[src/rtl/datamemory_pkg.sv]
// Shared definitions for the datamemory arbiter: default widths, bus-owner
// state encoding and requester identifiers.
package datamemory_pkg;

  localparam int DATA_SZ_DEF    = 32;
  localparam int ADDRESS_SZ_DEF = 10;
  localparam int MAX_WAIT_DEF   = 4;

  // Registered bus owner for the current cycle.
  typedef enum logic [1:0] {
    IDLE    = 2'd0,
    ISSUE_A = 2'd1,
    ISSUE_B = 2'd2
  } state_t;

  typedef logic port_id_t;

  localparam port_id_t PORT_A = 1'b0;
  localparam port_id_t PORT_B = 1'b1;

  // Bits needed to count 0..max_wait inclusive (at least one bit).
  function automatic int wait_width(input int max_wait);
    return (max_wait < 1) ? 1 : $clog2(max_wait + 1);
  endfunction

endpackage

[src/rtl/datamemory_arb_core.sv]
// Winner select between the two masked requesters plus the starvation
// counter that lets the low-priority port B override port A.
module datamemory_arb_core
  import datamemory_pkg::*;
#(
  parameter int MAX_WAIT = MAX_WAIT_DEF,
  parameter int WAIT_W   = wait_width(MAX_WAIT)
) (
  input  logic              clk,
  input  logic              rst,
  input  logic              a_req_m,
  input  logic              b_req_m,
  input  logic              b_req,
  output logic              win_valid,
  output port_id_t          win_port,
  output logic [WAIT_W-1:0] b_wait
);

  localparam logic [WAIT_W-1:0] WAIT_MAX = WAIT_W'(MAX_WAIT);

  logic b_won;
  logic b_lost;

  // A has priority unless B has already lost MAX_WAIT cycles in a row.
  always_comb begin
    win_valid = a_req_m | b_req_m;
    win_port  = PORT_A;
    if (b_req_m && (!a_req_m || (b_wait == WAIT_MAX))) begin
      win_port = PORT_B;
    end
    b_won  = win_valid && (win_port == PORT_B);
    b_lost = b_req_m && !b_won;
  end

  // Saturating count of consecutive cycles B competed and lost.
  always_ff @(posedge clk or posedge rst) begin
    if (rst) begin
      b_wait <= '0;
    end else if (!b_req || b_won) begin
      b_wait <= '0;
    end else if (b_lost && (b_wait != WAIT_MAX)) begin
      b_wait <= b_wait + WAIT_W'(1);
    end
  end

endmodule

[src/rtl/datamemory_arbiter.sv]
// Shares one single-port data memory between a high-priority CPU port (A)
// and a low-priority DMA/debug port (B). One access per cycle, read data
// returned to the issuing port two cycles after its request is sampled.
module datamemory_arbiter
  import datamemory_pkg::*;
#(
  parameter int DATA_SZ    = DATA_SZ_DEF,
  parameter int ADDRESS_SZ = ADDRESS_SZ_DEF,
  parameter int MAX_WAIT   = MAX_WAIT_DEF
) (
  input  logic                  clk,
  input  logic                  rst,
  input  logic                  a_req,
  input  logic                  a_we,
  input  logic [ADDRESS_SZ-1:0] a_addr,
  input  logic [DATA_SZ-1:0]    a_wdata,
  output logic                  a_gnt,
  output logic                  a_rvalid,
  output logic [DATA_SZ-1:0]    a_rdata,
  input  logic                  b_req,
  input  logic                  b_we,
  input  logic [ADDRESS_SZ-1:0] b_addr,
  input  logic [DATA_SZ-1:0]    b_wdata,
  output logic                  b_gnt,
  output logic                  b_rvalid,
  output logic [DATA_SZ-1:0]    b_rdata,
  output logic [ADDRESS_SZ-1:0] mem_address,
  output logic [DATA_SZ-1:0]    mem_data_in,
  output logic                  mem_we,
  input  logic [DATA_SZ-1:0]    mem_data_out
);

  localparam int WAIT_W = wait_width(MAX_WAIT);

  state_t             state;
  logic               a_req_m;
  logic               b_req_m;
  logic               win_valid;
  port_id_t           win_port;
  logic [WAIT_W-1:0]  b_wait;
  logic               rd_a;
  logic               rd_b;
  logic [DATA_SZ-1:0] rdata_a_q;
  logic [DATA_SZ-1:0] rdata_b_q;

  // A port that owns the bus this cycle is still holding the request that
  // was just granted, so it is hidden from arbitration for this cycle.
  assign a_req_m = a_req && (state != ISSUE_A);
  assign b_req_m = b_req && (state != ISSUE_B);

  datamemory_arb_core #(
    .MAX_WAIT (MAX_WAIT),
    .WAIT_W   (WAIT_W)
  ) u_core (
    .clk       (clk),
    .rst       (rst),
    .a_req_m   (a_req_m),
    .b_req_m   (b_req_m),
    .b_req     (b_req),
    .win_valid (win_valid),
    .win_port  (win_port),
    .b_wait    (b_wait)
  );

  // Bus-owner FSM: latch the winner's request onto the memory bus and
  // record whether the issued access is a read that needs data returned.
  always_ff @(posedge clk or posedge rst) begin
    if (rst) begin
      state       <= IDLE;
      a_gnt       <= 1'b0;
      b_gnt       <= 1'b0;
      mem_address <= '0;
      mem_data_in <= '0;
      mem_we      <= 1'b0;
      rd_a        <= 1'b0;
      rd_b        <= 1'b0;
    end else begin
      state  <= IDLE;
      a_gnt  <= 1'b0;
      b_gnt  <= 1'b0;
      mem_we <= 1'b0;
      rd_a   <= 1'b0;
      rd_b   <= 1'b0;
      if (win_valid) begin
        if (win_port == PORT_A) begin
          state       <= ISSUE_A;
          a_gnt       <= 1'b1;
          mem_address <= a_addr;
          mem_data_in <= a_wdata;
          mem_we      <= a_we;
          rd_a        <= !a_we;
        end else begin
          state       <= ISSUE_B;
          b_gnt       <= 1'b1;
          mem_address <= b_addr;
          mem_data_in <= b_wdata;
          mem_we      <= b_we;
          rd_b        <= !b_we;
        end
      end
    end
  end

  // Return path: read flag delayed one cycle to line up with the memory's
  // output, and the last returned word kept for each port.
  always_ff @(posedge clk or posedge rst) begin
    if (rst) begin
      a_rvalid  <= 1'b0;
      b_rvalid  <= 1'b0;
      rdata_a_q <= '0;
      rdata_b_q <= '0;
    end else begin
      a_rvalid <= rd_a;
      b_rvalid <= rd_b;
      if (a_rvalid) begin
        rdata_a_q <= mem_data_out;
      end
      if (b_rvalid) begin
        rdata_b_q <= mem_data_out;
      end
    end
  end

  // The memory output is already registered inside the memory, so during
  // the rvalid cycle it is forwarded directly; afterwards the held copy
  // keeps rdata stable until that port's next rvalid.
  assign a_rdata = a_rvalid ? mem_data_out : rdata_a_q;
  assign b_rdata = b_rvalid ? mem_data_out : rdata_b_q;

endmodule

[config.mk]
export PLATFORM = sky130hd
export DESIGN_NAME = datamemory_arbiter
export DESIGN_NICKNAME = d
export VERILOG_FILES = /design/src/rtl/datamemory_pkg.sv /design/src/rtl/datamemory_arb_core.sv /design/src/rtl/datamemory_arbiter.sv
export SDC_FILE = /design/constraint.sdc
export NUM_CORES = 1
export LEC_CHECK = 0
export ABC_AREA = 1
export CELL_PAD_IN_SITES_DETAIL_PLACEMENT = 1
export CELL_PAD_IN_SITES_GLOBAL_PLACEMENT = 2
export CORE_MARGIN = 10
export CORE_UTILIZATION = 26
export CTS_CLUSTER_DIAMETER = 50
export CTS_CLUSTER_SIZE = 12
export DETAILED_ROUTE_END_ITERATION = 6
export PLACE_DENSITY_LB_ADDON = 0.2
export SETUP_SLACK_MARGIN = 0.15
export SLEW_MARGIN = 20
export SYNTH_ARGS = -nofsm -noshare
export SYNTH_HDL_FRONTEND = slang
export SYNTH_SLANG_ARGS = --single-unit
[constraint.sdc]
create_clock -name clk -period 5 [get_ports clk]
set_input_delay 0.5 -clock clk [delete_from_list [all_inputs] [get_ports clk]]
set_output_delay 0.5 -clock clk [all_outputs]
set_load 0.01 [all_outputs]
; Yosys cells after proc, flatten, opt, wreduce, memory -nomap -nowiden
; Cells that the tools add are included.
[op_classes]
div_mod_pow = 0
n_bitwise = 1
mux = 19
n_lt_le_gt_ge = 0
n_reduce_logical = 14
n_mul = 0
shifts = 0
addsub = 1
n_eq_ne = 4
[op_table]
columns = cell, count
row1 = $mux 32, 3
row2 = $mux 1, 11
row3 = $mux 10, 1
row4 = $logic_and 1x1->1, 6
row5 = $mux 3, 2
row6 = $logic_not 1->1, 5
row7 = $mux 2, 2
row8 = $add 3x1->3 const B, 1
row9 = $eq 3x3->1 const B, 1
row10 = $ne 3x3->1 const B, 1
row11 = $logic_or 1x1->1, 2
row12 = $ne 2x1->1 const B, 1
row13 = $ne 2x2->1 const B, 1
row14 = $reduce_bool 2->1, 1
row15 = $or 1x1->1, 1
[totals]
word_cells = 52
out_inout_bits = 111
reg_bits = 118
ram_bits = 0
memories = 0
latchBits = 0
romBits = 0

; Logic depth before layout (Yosys ltp)
; Gate-level depths: netlist of the first run.
[depth]
word_depth = 12
ltp_mapped = 9
depth_no_buf = 8

; Cells and area by module
; From an unflattened synthesis of the first run, not the netlist that was laid out.
[hier_totals]
cells_unflattened = 550
area_unflattened_um2 = 4931.0
[modules_own_cells]
columns = mod, cells_per_inst, area_per_inst_um2, n_inst
row1 = datamemory_arbiter, 524, 4729.5, 1
row2 = datamemory_arb_core, 26, 201.4, 1

; Worst setup path before layout of the first run
; Ideal clock, no wire load.
[synth_path]
kind = register to output
from = register b_rvalid
to = output b_rdata[10]
path_slack_ns = 3.335
required_ns = 4.500
path_stages_with_launch = 4
t_arrival_ns = 1.165
cell_sequence = dfrtp_1 clkbuf_1 buf_2 mux2_1
[synth_between]
elab_chain_cells = 1
[synth_lines]
columns = element, line_no
row1 = start: declaration, datamemory_arbiter.sv:25  ; output logic b_rvalid,
row2 = start signal: assignment, datamemory_arbiter.sv:114  ; b_rvalid <= rd_b;
row3 = $mux 32, --
row4 = end: declaration, datamemory_arbiter.sv:26  ; output logic [DATA_SZ-1:0] b_rdata,
; Every way passes these cells.

; Worst setup path in the final report of the first run
[layout_path]
from = register b_rvalid
to = output b_rdata[9]
; The elaborated chain is that of the path after synthesis.

==> flow_metrics.py, run 1 <==
metrics = {
    "min_path": {
        "hp-start": "rd_a",
        "hold-path-cell-count": 0,
        "holdCritPathClass": "reg -> reg",
    },
    "timing": {
        "setup_violations": 0,
        "relative_slew_slack": 0.3596,
        "timing_worst_slew_pin_value_ps": 957.2,
        "fin_hold_ws_ps": 348.4,
        "period_minus_slack_ps": 2948,
        "worst_clock_skew_ps": 6.644,
        "post-route-period-util": 0.5896,
        "grt_setup_unrepaired": "no",
        "final.setup.tns_ps": 0,
        "timing_hold_violations_final": 0,
        "maxSlewViolCount": 0,
        "achievable-frequency_mhz": 339.2,
    },
    "clocking": {
        "clk_path_buf_depth": 2,
        "post_cts_buffers": 0,
        "cts_tree": "yes",
        "path_clk_slew_ps": 50,
        "numCtsBuffers": 17,
        "htree_num_levels": 4,
        "clk-insertion-delay-late_ps": 420,
        "clockRootBuffer": "sky130_fd_sc_hd__clkbuf_16",
        "cts_sinks": 116,
        "gates_resized_cts_repair": 0,
        "postCtsHoldBufs": 0,
    },
    "yosys": {
        "synth_seq_cells": 116,
        "synth.yosys.seq_area_share": 0.5663,
        "mapped_cell_area_sq_mm": 0.005126,
        "post_synth_num_cell_types": 21,
        "netlist_instances": 500,
        "synthesis.nets": 624,
        "yosys_warnings": 0,
        "syn-mean-instance-area_sq_um": 10.25,
    },
    "die": {
        "die-area_sq_mm": 0.02573,
        "placement_rows": 51,
        "floorplan.initialDensity": 0.2643,
        "die-width_um": 160.4,
        "floorplan.io_pins": 233,
        "die_h_um": 160.4,
        "core-area_sq_mm": 0.01940,
    },
    "pwr": {
        "vdd_ir_drop_max_v": 0.0002098,
        "power_density_mw_per_mm2": 460.1,
        "total_power_mw": 3.812,
        "static-leakage-power_nw": 3.725,
    },
    "global_route": {
        "first_global_vias": 4984,
        "grtUsageTotal": 0.1491,
        "grt_pass1_wl_um": 29980,
        "grt_start_max_net_pins": 65,
        "antenna_violations_before_repair": 0,
        "total_grt_overflow": 0,
    },
    "drt": {
        "via_count": 4432,
        "drt_pre_antenna_iters": 4,
        "drt.antenna.violating_nets": 0,
        "drtIter0Drc": 170,
        "vias_per_instance": 4.423,
        "post-route-drc-count": 0,
        "routed_wire_length_per_instance_um": 18.93,
        "wire_length_reported_by_the_detailed_router_um": 18970,
    },
    "cells_and_area": {
        "final_common_cell": "sky130_fd_sc_hd__clkdlybuf4s50_1",
        "multi_input_comb_area_sq_mm": 0.001844,
        "area_delta_synth_final_pct": 61.63,
        "fin_util": 0.4271,
        "finish.cell_count_without_fillers": 1002,
        "regArea_sq_mm": 0.002903,
        "design.final.nets": 848,
        "drive_gt1_frac": 0.1425,
        "final.fill_count": 2191,
        "antenna_cells": 0,
        "layout.cells.most_common_list": "sky130_fd_sc_hd__clkdlybuf4s50_1, sky130_fd_sc_hd__nand3_1, sky130_fd_sc_hd__dfrtp_1, sky130_fd_sc_hd__nand2_1, sky130_fd_sc_hd__mux2_2",
    },
    "status": {
        "status": "finished, final reports clean",
    },
    "critical_path": {
        "slowest_delay_ps": 700,
        "critical_path_peak_fanout": 21,
        "setup.worst_path.class": "reg -> out",
        "start_kind": "flop",
        "cp-startpoint": "b_rvalid",
        "crit_path_top_delay_cell": "sky130_fd_sc_hd__dfrtp_1",
        "worstSetupEndpointType": "output port",
        "cp_top_family": "buffers and inverters",
        "rr_startpoint": "state[0]",
        "path_depth": 3,
        "worst-path-buf-inv": 2,
        "worstRegToRegCells": 6,
        "reg2reg_slack_ps": 2300,
        "critical_path_required_ps": 4500,
        "cp_data_arrival_time_ps": 2450,
        "path_cells": "buf_4 -> mux2_1 -> clkdlybuf4s50_1",
    },
    "place": {
        "dp.cells": 970,
        "numPortBuffers": 232,
        "dp_hpwl_um": 13890,
        "globalplace.congestion": 0.7445,
    },
    "flow_run": {
        "max-cap-violations": 0,
    },
}
==> state kept, by name, summed over array words and instances, names as in the netlist <==
register and flops:
state 1, rdata_b_q 32, rdata_a_q 32, b_gnt 1, mem_data_in 32, u_core.b_wait 3
rd_b 1, rd_a 1, b_rvalid 1, mem_we 1, a_rvalid 1, mem_address 10
==> metal layers <==
layer  wire length [um]  vias up  track usage
met2               9600      149       0.2503
met1               7777     2182       0.1715
met4                180        0      0.03881
met5                  0        -            0
met3               1411       14      0.06237
li1                   -     2087            -
==> power by group <==
part | internal, mW | switching [mW] | leakage (nW) | total, mW
registers | 1.16 | 0.0924 | 1.38 | 1.26
clock network | 0.890 | 0.463 | 0.315 | 1.35
logic | 0.656 | 0.545 | 2.03 | 1.20
total | 2.71 | 1.10 | 3.73 | 3.81
==> final timing paths <==
| check | end |
|---|---|
| max in group asynchronous | mem_address[8] |
| min in group asynchronous | rdata_b_q[29] |
| min | a_rvalid |
| max reg2reg | mem_data_in[26] |
| min reg2reg | a_rvalid |
| max | b_rdata[9] |
==> cell usage after synthesis (all sizes together) <==
cell type | count | area, sq um
nand3 | 128 | 653.1
dfrtp | 116 | 2903
nand2 | 96 | 377.9
mux2 | 64 | 720.7
inv | 51 | 191.4
buf | 30 | 180.2
nor2 | 4 | 15.01
a21oi | 2 | 21.27
clkbuf | 2 | 7.510
ha | 2 | 25.02
o21ai | 2 | 10.01
nand3b | 1 | 7.510
nor3 | 1 | 5.000
xor2 | 1 | 8.760
==> cell type report <==
class,count,area share
inverter,51,0.02341
timing repair buffer,237,0.2848
multi-input combinational,301,0.2226
sequential,116,0.3503
tap,265,0.04002
clock buffer,18,0.05180
clock inverter,14,0.02703
==> worst reg2reg max path: stages (launching register included) <==
cell and delay [ps]:
sky130_fd_sc_hd__dfrtp_1 410, sky130_fd_sc_hd__inv_1 150, sky130_fd_sc_hd__nand2_1 80, sky130_fd_sc_hd__nand2_2 680
sky130_fd_sc_hd__nand2_2 830, sky130_fd_sc_hd__nand3_1 350, sky130_fd_sc_hd__nand2_1 80
==> kinds of logic after synthesis <==
group,synth area share
XOR/XNOR,0.001709
adder cells (fa/ha/maj),0.004881
AO/OA/AOI/OAI,0.006102
AND/OR/NAND/NOR,0.2065
multiplexers,0.1406
flip-flops,0.5663
buffers and inverters,0.07396
==> stage by stage <==
stage	setup WS, ps	cell area [sq um]
6_report	2052	8285
5_1_grt	1923	8285
4_1_cts	1992	8285
3_5_place_dp	1893	7632
3_3_place_gp	1898	7632
2_1_floorplan	1428	5126
Power figures use the tool's default switching activity.
==> run 2, diff against run 1 <==
--- a/config.mk
+++ b/config.mk
@@ -9,7 +9,7 @@
 export CELL_PAD_IN_SITES_DETAIL_PLACEMENT = 1
 export CELL_PAD_IN_SITES_GLOBAL_PLACEMENT = 2
 export CORE_MARGIN = 10
-export CORE_UTILIZATION = 26
+export CORE_UTILIZATION = 22
 export CTS_CLUSTER_DIAMETER = 50
 export CTS_CLUSTER_SIZE = 12
 export DETAILED_ROUTE_END_ITERATION = 6
==> constraint.sdc (replaced) <==
create_clock -name clk -period 2.35 [get_ports clk]
set_input_delay 0.235 -clock clk [delete_from_list [all_inputs] [get_ports clk]]
set_output_delay 0.235 -clock clk [all_outputs]
set_load 0.01 [all_outputs]
==> flow_metrics.py, run 2 (synthesis gave the netlist of run 1 again) <==
metrics = {
    "global_route": {
        "met2_usage": 0.1969,
        "grt_start_max_net_pins": 75,
        "grt_pass1_wl_um": 30660,
        "antenna_violations_before_repair": 1,
        "grt_met1_usage": 0.1613,
        "first_global_vias": 5254,
        "total_grt_overflow": 0,
        "grt_util_met3": 0.05554,
        "grtUsageTotal": 0.1284,
        "top_usage_layer": "met2",
    },
    "cells_and_area": {
        "drive_gt1_frac": 0.1521,
        "area_delta_synth_final_pct": 63.53,
        "reg_top3": "mem_data_in (32), rdata_a_q (32), rdata_b_q (32)",
        "final.fill_count": 2527,
        "design.final.nets": 856,
        "regArea_sq_mm": 0.002905,
        "final_common_cell": "sky130_fd_sc_hd__clkdlybuf4s50_1",
        "layout.cells.most_common_list": "sky130_fd_sc_hd__clkdlybuf4s50_1, sky130_fd_sc_hd__nand3_1, sky130_fd_sc_hd__dfrtp_1, sky130_fd_sc_hd__nand2_1, sky130_fd_sc_hd__mux2_2",
        "multi_input_comb_area_sq_mm": 0.001844,
        "antenna_cells": 0,
    },
    "min_path": {
        "holdCritPathClass": "in -> async",
    },
    "timing": {
        "setup_violations": 0,
        "period_minus_slack_ps": 2125,
        "achievable-frequency_mhz": 470.6,
        "post-route-period-util": 0.9043,
        "worst_clock_skew_ps": 10.63,
        "timing_worst_slew_pin_value_ps": 596.1,
        "maxSlewViolCount": 0,
        "final.setup.tns_ps": 0,
        "timing_hold_violations_final": 0,
        "relative_slew_slack": 0.6026,
        "grt_setup_unrepaired": "yes",
    },
    "place": {
        "numPortBuffers": 232,
        "globalplace.congestion": 0.7324,
        "dp_hpwl_um": 14130,
    },
    "critical_path": {
        "worstSetupEndpointType": "output port",
        "critical_path_peak_fanout": 16,
        "critical_path_required_ps": 2120,
        "setup.worst_path.class": "reg -> out",
        "reg2reg_slack_ps": 640,
        "worstRegToRegCells": 9,
        "cp_data_arrival_time_ps": 1890,
        "start_kind": "flop",
        "worstReg2RegEnd": "mem_address[2]",
        "rr_startpoint": "u_core.b_wait[0]",
    },
    "clocking": {
        "clk_path_buf_depth": 2,
        "path_clk_slew_ps": 50,
        "htree_num_levels": 4,
        "postCtsHoldBufs": 0,
        "clk-insertion-delay-late_ps": 410,
        "gates_resized_cts_repair": 0,
        "clockRootBuffer": "sky130_fd_sc_hd__clkbuf_16",
        "cts_sinks": 116,
        "cts_tree": "yes",
        "post_cts_buffers": 0,
        "numCtsBuffers": 17,
    },
    "die": {
        "die-area_sq_mm": 0.02981,
        "floorplan.initialDensity": 0.2250,
        "placement_rows": 55,
        "die-width_um": 172.6,
        "floorplan.io_pins": 233,
        "die_h_um": 172.6,
        "core-area_sq_mm": 0.02278,
    },
    "status": {
        "status": "finished, final reports clean",
    },
    "drt": {
        "via_count": 4540,
        "drtIter0Drc": 148,
        "post-route-drc-count": 0,
        "vias_per_instance": 4.299,
        "drt.antenna.violating_nets": 0,
        "wire_length_reported_by_the_detailed_router_um": 19420,
        "drt_pre_antenna_iters": 4,
        "routed_wire_length_per_instance_um": 18.39,
    },
    "pwr": {
        "static-leakage-power_nw": 3.741,
        "vdd_ir_drop_max_v": 0.0003368,
        "power_density_mw_per_mm2": 919.4,
        "total_power_mw": 7.707,
    },
    "flow_run": {
        "max-cap-violations": 0,
    },
}
## run 2: changes by cell type in the layout (fill, tap and decap cells not counted), sizes merged
cell	before	now
bufinv	5	1
clkinv	5	8
buf	5	11
clkinvlp	1	2
inv	54	50
clkbuf	18	22
## run 2: final cells by class
| class | instances | area share |
|---|---|---|
| clock buffer | 20 | 0.05448 |
| clock inverter | 10 | 0.01015 |
| inverter | 51 | 0.02328 |
| multi-input combinational | 301 | 0.2200 |
| sequential | 116 | 0.3466 |
| tap | 313 | 0.04672 |
| timing repair buffer | 245 | 0.2988 |
## run 2: routing by layer
layer | vias up | share of wire
met2 | 176 | 0.45
met4 | 2 | 0.010
met3 | 17 | 0.089
met5 | - | 0.00067
met1 | 2244 | 0.45
li1 | 2101 | -
## run 2: critical path, stage by stage (launching register included)
cell and delay [ps]:
sky130_fd_sc_hd__dfrtp_2 440, sky130_fd_sc_hd__clkbuf_16 200, sky130_fd_sc_hd__mux2_1 340, sky130_fd_sc_hd__clkdlybuf4s50_1 500
## run 2: worst max-delay path by stage
| stage | endpoint | startpoint | slack, ps | depth (start not counted) |
|---|---|---|---|---|
| floorplan | a_rvalid | rst | 700 | 1 |
| global placement | rd_a | b_req | 550 | 6 |
| detailed placement | rd_a | b_req | 500 | 6 |
| CTS | a_rdata[3] | a_rvalid | 160 | 3 |
| global route | a_rdata[3] | a_rvalid | 140 | 3 |
| finish | b_rdata[9] | b_rvalid | 220 | 3 |
## run 2: report_power, final
group	internal [mW]	leakage, nW	switching (mW)
combinational	1.44	2.09	1.18
sequential	2.48	1.38	0.197
clock	1.49	0.271	0.920
total	5.41	3.74	2.30
## run 2: metrics by stage
step / cell area (sq um) / cells / worst slack, ps / utilization / hold WS [ps]
final: 8383 / 1056 / 224.8 / 0.3680 / 287.1
after global routing: 8383 / 1056 / 140.2 / 0.3680 / 323.4
after CTS: 8330 / 1054 / 159.9 / 0.3657 / 310.8
after detailed placement: 7789 / 1024 / 496.9 / 0.3419 / 345.5
after global placement: 7789 / 1024 / 554.0 / 0.3419 / 334.2
after floorplan: 5130 / 500 / 701.6 / - / 307.9
==> run 3, diff against run 2 <==
--- a/config.mk
+++ b/config.mk
@@ -9,7 +9,7 @@
 export CELL_PAD_IN_SITES_DETAIL_PLACEMENT = 1
 export CELL_PAD_IN_SITES_GLOBAL_PLACEMENT = 2
 export CORE_MARGIN = 10
-export CORE_UTILIZATION = 22
+export CORE_UTILIZATION = 24
 export CTS_CLUSTER_DIAMETER = 50
 export CTS_CLUSTER_SIZE = 12
 export DETAILED_ROUTE_END_ITERATION = 6
==> constraint.sdc (replaced) <==
create_clock -name clk -period 2.3 [get_ports clk]
set_input_delay 0.23 -clock clk [delete_from_list [all_inputs] [get_ports clk]]
set_output_delay 0.23 -clock clk [all_outputs]
set_load 0.01 [all_outputs]
==> flow_metrics.py, run 3 (synthesis gave the netlist of run 1 again) <==
metrics = {
    "timing": {
        "achievable-frequency_mhz": 475.3,
        "grt_setup_unrepaired": "yes",
        "post-route-period-util": 0.9147,
        "setup_violations": 0,
        "period_minus_slack_ps": 2104,
        "timing_hold_violations_final": 0,
        "maxSlewViolCount": 0,
        "timing_worst_slew_pin_value_ps": 643.9,
        "final.setup.tns_ps": 0,
        "worst_clock_skew_ps": 11.47,
        "relative_slew_slack": 0.5708,
    },
    "min_path": {
        "hp-start": "rd_a",
        "hold-path-cell-count": 0,
        "worstHoldEndpoint": "a_rvalid",
        "holdCritPathClass": "reg -> reg",
    },
    "pwr": {
        "switching_power_mw": 2.456,
        "seq_power_share": 0.337,
        "power_density_mw_per_mm2": 936.6,
        "power_share_of_the_clock_group": 0.333,
        "internal_power_mw": 5.643,
        "static-leakage-power_nw": 4.295,
        "vdd_ir_drop_max_v": 0.0004213,
        "power.switching_fraction": 0.3032,
        "p_comb_frac": 0.331,
    },
    "critical_path": {
        "cp_top_family": "buffers and inverters",
        "path_cells": "buf_6 -> mux2_2 -> clkdlybuf4s50_1",
        "critical_path_peak_fanout": 8,
        "rr_startpoint": "u_core.b_wait[0]",
        "worstSetupEndpointType": "output port",
        "worst-path-buf-inv": 2,
        "setup.worst_path.class": "reg -> out",
        "reg2reg_slack_ps": 580,
        "slowest_delay_ps": 480,
        "critical_path_required_ps": 2070,
        "worstReg2RegEnd": "mem_data_in[28]",
        "crit_path_top_delay_cell": "sky130_fd_sc_hd__clkdlybuf4s50_1",
        "start_kind": "flop",
        "worstRegToRegCells": 9,
        "cp_data_arrival_time_ps": 1870,
    },
    "cells_and_area": {
        "final_common_cell": "sky130_fd_sc_hd__clkdlybuf4s50_1",
        "reg_top3": "mem_data_in (32), rdata_a_q (32), rdata_b_q (32)",
        "drive_gt1_frac": 0.1756,
        "antenna_cells": 0,
        "multi_input_comb_area_sq_mm": 0.001844,
        "layout.cells.most_common_list": "sky130_fd_sc_hd__clkdlybuf4s50_1, sky130_fd_sc_hd__nand3_1, sky130_fd_sc_hd__dfrtp_1, sky130_fd_sc_hd__nand2_1, sky130_fd_sc_hd__mux2_2",
        "final.fill_count": 2312,
        "area_delta_synth_final_pct": 68.68,
        "fin_util": 0.4113,
        "regArea_sq_mm": 0.002905,
        "design.final.nets": 874,
    },
    "die": {
        "die-width_um": 166.1,
        "floorplan.initialDensity": 0.2439,
        "die-area_sq_mm": 0.02760,
        "core-area_sq_mm": 0.02102,
        "placement_rows": 53,
        "die_h_um": 166.1,
        "floorplan.io_pins": 233,
    },
    "drt": {
        "vias_per_instance": 4.395,
        "routed_wire_length_per_instance_um": 19.45,
        "post-route-drc-count": 0,
        "drt.antenna.violating_nets": 0,
        "drtIter0Drc": 156,
        "wire_length_reported_by_the_detailed_router_um": 20190,
        "via_count": 4562,
        "drt_pre_antenna_iters": 5,
    },
    "clocking": {
        "clk_path_buf_depth": 2,
        "clk-insertion-delay-late_ps": 420,
        "cts_tree": "yes",
        "cts_sinks": 116,
        "path_clk_slew_ps": 60,
        "clockRootBuffer": "sky130_fd_sc_hd__clkbuf_16",
        "numCtsBuffers": 17,
        "htree_num_levels": 4,
    },
    "global_route": {
        "total_grt_overflow": 0,
        "grt_pass1_wl_um": 30100,
        "first_global_vias": 5000,
        "grt_start_max_net_pins": 117,
        "grtUsageTotal": 0.1374,
        "antenna_violations_before_repair": 1,
    },
    "status": {
        "status": "finished, final reports clean",
    },
    "flow_run": {
        "max-cap-violations": 0,
    },
    "place": {
        "globalplace.congestion": 0.7089,
        "numPortBuffers": 232,
        "dp_hpwl_um": 13890,
    },
}
==> run 3: cell count changes in the layout (fill, tap and decap cells not counted), sizes merged <==
cell           change
clkbuf             -1
inv                +4
bufinv             +1
dlymetal6s2s      +47
clkinvlp           +2
buf               +18
clkinv             -4
clkdlybuf4s50     -47
==> run 3: how the worst max path moves through the flow <==
| stage | from | end | slack, ps | cells past startpoint |
|---|---|---|---|---|
| 2_1_floorplan | rst | a_rvalid | 660 | 1 |
| 3_3_place_gp | b_req | mem_data_in[19] | 520 | 6 |
| 3_5_place_dp | b_req | mem_data_in[19] | 490 | 6 |
| 4_1_cts | a_rvalid | a_rdata[3] | 110 | 3 |
| 5_1_grt | b_rvalid | b_rdata[16] | 140 | 3 |
| 6_report | b_rvalid | b_rdata[4] | 200 | 3 |
==> run 3: per-stage QoR <==
stage	cells	total power, mW	hold slack [ps]	setup WS [ps]	instance area, sq um
finish	1038	8.099	352.1	196.2	8647
floorplan	500	3.897	302.9	656.6	5130
global placement	986	5.410	332.9	516.9	7729
detailed placement	986	5.485	341.6	491.8	7729
CTS	1018	8.222	351.4	106.2	8330
global route	1038	8.586	364.7	142.3	8647
==> run 3: area by class of cell <==
| cell class | instances | area share |
|---|---|---|
| inverters | 51 | 0.02257 |
| repair buffers | 263 | 0.3188 |
| well taps | 275 | 0.03979 |
| flip-flops and latches | 116 | 0.3360 |
| clock inverters | 13 | 0.01722 |
| clock buffers | 19 | 0.05238 |
| multi-input cells | 301 | 0.2133 |
==> run 3: what timing repair did <==
item / CTS / global route
hold buffers: 0 / 0
cloned: 0 / 4
resized for setup: 0 / 50
setup endpoints to repair: 51 / 64
buffers inserted: 0 / 16
endpoints found under the hold margin: 0 / 0
==> run 3: layer usage <==
metal / track usage / share of wire
met5: 0 / 0.00064
met1: 0.1599 / 0.42
met4: 0.04045 / 0.0078
met2: 0.2350 / 0.51
met3: 0.04472 / 0.059
==> run 3: worst reg2reg max path: stages (launching register included) <==
cell                      delay (ps)
sky130_fd_sc_hd__dfrtp_1         380
sky130_fd_sc_hd__inv_1           100
sky130_fd_sc_hd__ha_1            170
sky130_fd_sc_hd__nand2_1          90
sky130_fd_sc_hd__nand3_4         110
sky130_fd_sc_hd__buf_4           450
sky130_fd_sc_hd__nand3_1         190
sky130_fd_sc_hd__nand2_1         100
sky130_fd_sc_hd__inv_1            40
sky130_fd_sc_hd__nand2_1          50
==> run 3: power by group through the flow <==
stage,Clock (mW),Sequential [mW],Combinational (mW)
2_1_floorplan,0,2.79,1.11
3_3_place_gp,0,2.73,2.68
3_5_place_dp,0,2.75,2.73
4_1_cts,2.76,2.73,2.74
5_1_grt,2.88,2.79,2.91
6_report,2.70,2.73,2.68
